File: config.mk
export PLATFORM = sky130hd
export DESIGN_NAME = text_console_ctrl
export DESIGN_NICKNAME = d
export VERILOG_FILES = /design/src/rtl/text_console_ctrl.sv
export SDC_FILE = /design/constraint.sdc
export NUM_CORES = 1
export LEC_CHECK = 0
export ABC_CLOCK_PERIOD_IN_PS = 4200
export BUFFER_PORTS_ARGS = -buffer_cell sky130_fd_sc_hd__clkbuf_2
export CAP_MARGIN = 20
export CELL_PAD_IN_SITES_DETAIL_PLACEMENT = 1
export CELL_PAD_IN_SITES_GLOBAL_PLACEMENT = 1
export CORE_MARGIN = 8
export CORE_UTILIZATION = 46
export CTS_CLUSTER_DIAMETER = 60
export DETAILED_ROUTE_END_ITERATION = 16
export GPL_TIMING_DRIVEN = 0
export PLACE_DENSITY_LB_ADDON = 0.3
export SLEW_MARGIN = 20
export SYNTH_ARGS = -nofsm -noshare
export SYNTH_HDL_FRONTEND = slang
export SYNTH_SLANG_ARGS = --single-unit
File: constraint.sdc
create_clock -name busclk -period 4.2 [get_ports busclk]
set_input_delay 0.42 -clock busclk [delete_from_list [all_inputs] [get_ports busclk]]
set_output_delay 0.42 -clock busclk [all_outputs]
set_load 0.03 [all_outputs]
File: src/rtl/text_console_ctrl.sv
// Console byte-stream front end for the text display: interprets control codes, tracks the cursor,
// and sequences character / clear-screen / line-clear writes into the character buffer.
module text_console_ctrl #(
    parameter int         COLS = 160,
    parameter int         ROWS = 64,
    parameter int         TABW = 8,
    parameter logic [7:0] FILL = 8'h20
) (
    input  logic        busclk,
    input  logic        rst,
    input  logic [7:0]  in_data,
    input  logic        in_valid,
    output logic        in_ready,
    output logic [7:0]  cursor_x,
    output logic [5:0]  cursor_y,
    output logic        busy,
    output logic [14:0] waddr,
    output logic [7:0]  wdata,
    output logic        wr_en
);

    localparam logic [7:0] LAST_COL = 8'(COLS - 1);
    localparam logic [5:0] LAST_ROW = 6'(ROWS - 1);
    localparam logic [8:0] TAB_MASK = 9'(TABW - 1);
    localparam logic [8:0] COLS_W   = 9'(COLS);

    typedef enum logic [1:0] {
        S_CLEAR   = 2'd0,
        S_IDLE    = 2'd1,
        S_LINECLR = 2'd2
    } state_t;

    state_t      r_state;
    state_t      w_state_nxt;
    logic [13:0] r_cnt;
    logic [7:0]  r_x;
    logic [5:0]  r_y;

    logic        w_accept;
    logic        w_is_lf;
    logic        w_is_cr;
    logic        w_is_bs;
    logic        w_is_tab;
    logic        w_is_ff;
    logic        w_is_print;
    logic [8:0]  w_tab_x;
    logic        w_tab_wrap;
    logic [5:0]  w_y_adv;
    logic        w_row_adv;

    assign cursor_x = r_x;
    assign cursor_y = r_y;

    always_comb begin
        w_accept   = in_valid && (r_state == S_IDLE);
        w_is_lf    = (in_data == 8'h0A);
        w_is_cr    = (in_data == 8'h0D);
        w_is_bs    = (in_data == 8'h08);
        w_is_tab   = (in_data == 8'h09);
        w_is_ff    = (in_data == 8'h0C);
        w_is_print = (in_data >= 8'h20) && (in_data != 8'h7F);
        // 9-bit so a tab from column 255 can still be seen to overflow
        w_tab_x    = ({1'b0, r_x} | TAB_MASK) + 9'd1;
        w_tab_wrap = (w_tab_x >= COLS_W);
        w_y_adv    = (r_y == LAST_ROW) ? 6'd0 : r_y + 6'd1;
        w_row_adv  = w_accept && (w_is_lf
                                  || (w_is_print && (r_x == LAST_COL))
                                  || (w_is_tab && w_tab_wrap));
    end

    // State register
    always_ff @(posedge busclk) begin
        if (rst) begin
            r_state <= S_CLEAR;
        end else begin
            r_state <= w_state_nxt;
        end
    end

    // Next-state logic
    always_comb begin
        w_state_nxt = r_state;
        case (r_state)
            S_CLEAR: begin
                if (r_cnt == 14'h3FFF) begin
                    w_state_nxt = S_IDLE;
                end
            end
            S_IDLE: begin
                if (w_accept && w_is_ff) begin
                    w_state_nxt = S_CLEAR;
                end else if (w_row_adv) begin
                    w_state_nxt = S_LINECLR;
                end
            end
            S_LINECLR: begin
                if (r_cnt[7:0] == LAST_COL) begin
                    w_state_nxt = S_IDLE;
                end
            end
            default: w_state_nxt = S_CLEAR;
        endcase
    end

    // Handshake / status outputs
    always_comb begin
        in_ready = (r_state == S_IDLE);
        busy     = (r_state != S_IDLE);
    end

    // Cursor, sweep counter and registered write port
    always_ff @(posedge busclk) begin
        if (rst) begin
            r_cnt <= 14'd0;
            r_x   <= 8'd0;
            r_y   <= 6'd0;
            wr_en <= 1'b0;
            waddr <= 15'd0;
            wdata <= 8'd0;
        end else begin
            wr_en <= 1'b0;
            case (r_state)
                S_CLEAR: begin
                    wr_en <= 1'b1;
                    waddr <= {1'b0, r_cnt};
                    wdata <= FILL;
                    r_cnt <= r_cnt + 14'd1;
                end
                S_IDLE: begin
                    if (w_accept) begin
                        r_cnt <= 14'd0;
                        if (w_is_ff) begin
                            r_x <= 8'd0;
                            r_y <= 6'd0;
                        end else if (w_is_lf) begin
                            r_x <= 8'd0;
                            r_y <= w_y_adv;
                        end else if (w_is_cr) begin
                            r_x <= 8'd0;
                        end else if (w_is_bs) begin
                            if (r_x != 8'd0) begin
                                r_x   <= r_x - 8'd1;
                                wr_en <= 1'b1;
                                waddr <= {1'b0, r_y, r_x - 8'd1};
                                wdata <= FILL;
                            end
                        end else if (w_is_tab) begin
                            if (w_tab_wrap) begin
                                r_x <= 8'd0;
                                r_y <= w_y_adv;
                            end else begin
                                r_x <= w_tab_x[7:0];
                            end
                        end else if (w_is_print) begin
                            wr_en <= 1'b1;
                            waddr <= {1'b0, r_y, r_x};
                            wdata <= in_data;
                            if (r_x == LAST_COL) begin
                                r_x <= 8'd0;
                                r_y <= w_y_adv;
                            end else begin
                                r_x <= r_x + 8'd1;
                            end
                        end
                    end
                end
                S_LINECLR: begin
                    // r_y already holds the new row; sweep its columns
                    wr_en <= 1'b1;
                    waddr <= {1'b0, r_y, r_cnt[7:0]};
                    wdata <= FILL;
                    r_cnt <= r_cnt + 14'd1;
                end
                default: ;
            endcase
        end
    end

endmodule

=== Yosys cells after proc, flatten, opt, wreduce, memory -nomap -nowiden ===
Cells that the tools add are included.
W data, S select, Z words.

* Bits in registers: 54
* Word-level logic and storage cells: 115

* $add $sub $neg: 5
* Order comparisons: 2
* Equal/unequal tests: 27
* Mux-type cells: 52
* Reduce and logical (&&, ||, !) cells: 22

{| class="wikitable"
|+ Operator list
! cell !! number
|-
| $mux W8 || 17
|-
| $mux W15 || 8
|-
| $mux W6 || 9
|-
| $pmux W15 S3 || 1
|-
| $eq A8 B4 Y1 const B || 5
|-
| $pmux W14 S2 || 1
|-
| $eq A8 B8 Y1 const B || 2
|-
| $pmux W8 S2 || 1
|-
| $reduce_and A8 Y1 || 2
|-
| $add A14 B1 Y14 const B || 1
|-
| $eq A14 B14 Y1 const B || 1
|-
| $mux W14 || 1
|-
| $ne A2 B2 Y1 const B || 5
|-
| $add A8 B1 Y9 const B || 1
|-
| $ge A9 B8 Y1 const B || 1
|-
| $ne A3 B2 Y1 const B || 3
|-
| $add A8 B1 Y8 const B || 1
|-
| $ge A8 B6 Y1 const B || 1
|-
| $mux W1 || 8
|-
| $mux W2 || 4
|-
| $ne A8 B7 Y1 const B || 1
|-
| $reduce_bool A4 Y1 || 2
|-
| $reduce_bool A8 Y1 || 1
|-
| $sub A8 B1 Y8 const B || 1
|-
| 22 further kinds || 30
|}

=== Logic depth before layout (Yosys ltp) ===
* Word-level depth: 10
* Gate-level depth with buffers: 10
* Gate-level depth less buffers: 8

=== Worst setup path after synthesis ===
Ideal clock, no wire load.

* Path kind: reg2reg
* Start: register r_x[4] (netlist: cursor_x[4])
* End: register r_y[5] (netlist: cursor_y[5])
* Arrival: 2186 ps
* Required time: 4083 ps
* Path slack: 1897 ps
* Stages on the path, launching flop included: 8
* Buffers on the path: 0
* Clock period less this slack: 2303 ps
* Cell sequence: dfxtp_1 ha_1 nand3_1 or3_1 a21o_1 a21oi_4 nand2_1 a32o_1

* Longest elaborated chain between the ends: 4
* Elaborated cells between the ends (all ways): 6

{| class="wikitable"
|+ RTL lines
! what !! RTL line !! text
|-
| from (decl) || 36 || <nowiki>logic [7:0] r_x;</nowiki>
|-
| from (signal assigned) || 142 || <nowiki>r_x <= r_x - 8'd1;</nowiki>
|-
| from (signal assigned) || 152 || <nowiki>r_x <= w_tab_x[7:0];</nowiki>
|-
| from (signal assigned) || 162 || <nowiki>r_x <= r_x + 8'd1;</nowiki>
|-
| $add A8 B1 Y9 || 63 || <nowiki>w_tab_x = ({1'b0, r_x} | TAB_MASK) + 9'd1;</nowiki>
|-
| $ge A9 B8 Y1 || 64 || <nowiki>w_tab_wrap = (w_tab_x >= COLS_W);</nowiki>
|-
| $ne A4 B2 Y1 (no line) || -- ||
|-
| $reduce_and A7 Y1 (no line) * || -- ||
|-
| to (signal assigned) || 137 || <nowiki>r_y <= w_y_adv;</nowiki>
|-
| to (signal assigned) || 150 || <nowiki>r_y <= w_y_adv;</nowiki>
|-
| to (signal assigned) || 160 || <nowiki>r_y <= w_y_adv;</nowiki>
|-
| to (decl) || 37 || <nowiki>logic [5:0] r_y;</nowiki>
|}

Every way passes the cells marked *; elsewhere a longest branch is shown, timed or not.
A chain may end at the register's enable or synchronous reset.

=== Worst setup path in the final report ===
Ends and elaborated chain as after synthesis.

==> results.toml <==
[status]
status = "finished clean"

[synthesis]
synth_largest_area_cell = "dfxtp_1"
synth.top_cell.area_share = 0.312
synth_nets = 440
synthArstFlopShare = 0
yosys_warnings = 0
syn_area_per_cell_um2 = 8.11
netlist_area_mm2 = 0.00340
syn_inst = 419
synth_flop_cell = "dfxtp_1"
synth_cell_types = 76
netlist_top_cells_area = "dfxtp_1 31%, nor2_1 5.4%, nand3_1 4.7%"
ys_seq_elements = 53
seq_area_frac_synth = 0.312
synth_edf_count = 0

[grt]
grt.overflow.total = 0
grt_start_max_net_pins = 17
grt_use_total = 0.214
grt_pass1_vias = 3565
antenna_found_initial = 0
grt_pass1_wl_um = 17800

[final_layout]
fin_cells = 575
mostFrequentLayoutCell = "dfxtp_1"
multi_input_area_mm2 = 0.00216
area_delta_synth_final_pct = 13.4
diodes = 0
regArea_mm2 = 0.00106
nets = 496
final_core_util = 0.534
fill_cells = 942
mostFrequentLayoutCells = "53 x dfxtp_1, 49 x nor2_1, 49 x clkbuf_2"
drive_gt1_frac = 0.187

[worst_setup_path]
reg2reg_depth = 7
crit_path_top_delay_cell = "dfxtp_1"
reg2reg_slack_ns = 1.67
critPathCaptureType = "flip-flop"
path_max_fanout = 10
setup.worst_path.start_class = "flip-flop"
r2r-end = "cursor_y[5]"
cp.arrival_ns = 2.74
criticalPathCategory = "reg2reg"
required_ns = 4.41
crit_chain = "ha_1 -> nand3_1 -> or3_1 -> a21o_1 -> a21oi_4 -> nand2_1 -> a32o_1"
slowest_delay_ns = 0.51
rr_startpoint = "cursor_x[4]"

[routing]
first_iter_violations = 181
detail_route.first_pass.iterations = 5
vias_per_cell = 5.87
antenna_left = 0
via_count = 3374
wirelength_um = 10700
wire_per_inst_um = 18.7
drc = 0

[timing]
tns_ns = 0
fin_crit_sh = 0.601
layout_min_cycle_time_ns = 2.53
setup_slack_ns = 1.67
holdWs_ns = 0.436
tightest_slew_ns = 0.681
slew_violations = 0
setup_viol = 0
slew_headroom = 0.546
skew_ns = 0.00717
max_freq_mhz = 396
rsz0062_at_grt = "no"
hold_violations = 0

[placed_design]
hpwl_um = 8300
portBuffers = 49
preCtsSetupSlack_ns = 1.66
finalWeightedCongestion = 0.919
placed_cells = 567

[clock_network]
htree_levels = 2
holdBufCountCts = 0
cts_resized = 0
cts_root_buf = "clkbuf_8"
clkLatencyLatePin_ns = 0.31
cts_tree = "built"
cts_num_sinks = 53
cts_buffers = 5
cts_setup_buffers = 0
path_clk_slew_ns = 0.11
cts_buffer_depth = 2

[die]
dieArea_mm2 = 0.0104
fp-row-count = 31
initial_core_util = 0.471
die_w_um = 102
core_area_mm2 = 0.00721
die_h_um = 102
io_pins = 51

[worst_hold_path]
holdPathEnd = "wdata[5]"
worstHoldStart = "in_data[5]"
hp-class = "in2reg"
min_path_cells = 3

[power_and_ir_drop]
vdd_drop_max_mv = 0.133
leakagePower_uw = 0.00146
p_per_area_mw_per_mm2 = 260

[job]
cap_viol_max_count = 0
==> registers in the layout, summed over array words and instances (netlist names) <==
register,cells
cursor_x,8
cursor_y,6
r_cnt,14
r_state,2
waddr,14
wdata,8
wr_en,1
==> metal layers <==
metal | share of wire | vias to the layer above | track usage | routed length, µm
met3 | 0.047 | 20 | 0.0341 | 509
li1 | - | 1638 | - | -
met5 | 0 | - | 0 | 0
met4 | 0.019 | 0 | 0.0767 | 203
met2 | 0.49 | 94 | 0.361 | 5280
met1 | 0.44 | 1622 | 0.267 | 4740
==> Yosys cell counts, drive strengths merged, types with 4 or more instances <==
| cell type | n |
|---|---|
| a211oi | 11 |
| a21oi | 19 |
| a22oi | 7 |
| a2bb2oi | 6 |
| a311oi | 7 |
| a31oi | 4 |
| and2 | 4 |
| and3 | 4 |
| buf | 14 |
| clkbuf | 10 |
| dfxtp | 53 |
| ha | 10 |
| inv | 13 |
| nand2 | 42 |
| nand2b | 10 |
| nand3 | 32 |
| nand4 | 5 |
| nor2 | 50 |
| nor3 | 13 |
| nor3b | 4 |
| nor4 | 6 |
| o211ai | 5 |
| o21ai | 11 |
| or3 | 5 |
| xnor2 | 12 |
| xor2 | 10 |
==> worst max-delay path, delay by kind of cell, from the launching register on <==
family                   cells  cell delay [ns]
adder cells (fa/ha/maj)      1             0.33
flip-flops                   1             0.51
AO/OA/AOI/OAI                3             0.87
AND/OR/NAND/NOR              3             0.72
==> power breakdown <==
part	switching [µW]	internal [µW]
clock network	186	120
logic	114	53.6
registers	12.3	517
==> kinds of logic (layout without fill, tap and decap cells) <==
| kind of cell | count (synthesis) | after routing | synth area share |
|---|---|---|---|
| other cells | 1 | 1 | 0.00110 |
| simple gates | 192 | 192 | 0.297 |
| flops | 53 | 53 | 0.312 |
| xor+xnor | 22 | 22 | 0.0567 |
| fa+ha+maj | 10 | 10 | 0.0368 |
| buf+inv | 37 | 94 | 0.0512 |
| mux | 1 | 1 | 0.00295 |
| compound gates | 103 | 103 | 0.242 |
==> stage by stage <==
stage | total power [µW] | cell area (µm²)
4_1_cts | 1010 | 3850
6_report | 1000 | 3850
2_1_floorplan | 654 | 3400
3_5_place_dp | 708 | 3770
3_3_place_gp | 701 | 3770
5_1_grt | 1050 | 3850
==> final cells by class <==
cell class                 count  share of cell area
buffer                        24              0.0325
clock buffer                   6              0.0188
clock inverter                 2             0.00357
inverter                      13              0.0127
multi-input combinational    329               0.561
sequential                    53               0.275
tap                           99              0.0322
timing repair buffer          49              0.0637
==> worst max path at each step <==
stage,start,end,cells after the start
global placement,in_data[0],cursor_x[5],8
global route,cursor_x[0],cursor_x[4],9
floorplan,cursor_x[4],cursor_y[5],7
finish,cursor_x[4],cursor_y[5],7
detailed placement,in_data[4],cursor_y[5],7
CTS,cursor_x[0],waddr[13],9
Note: power is estimated with default switching activity, not from simulation.
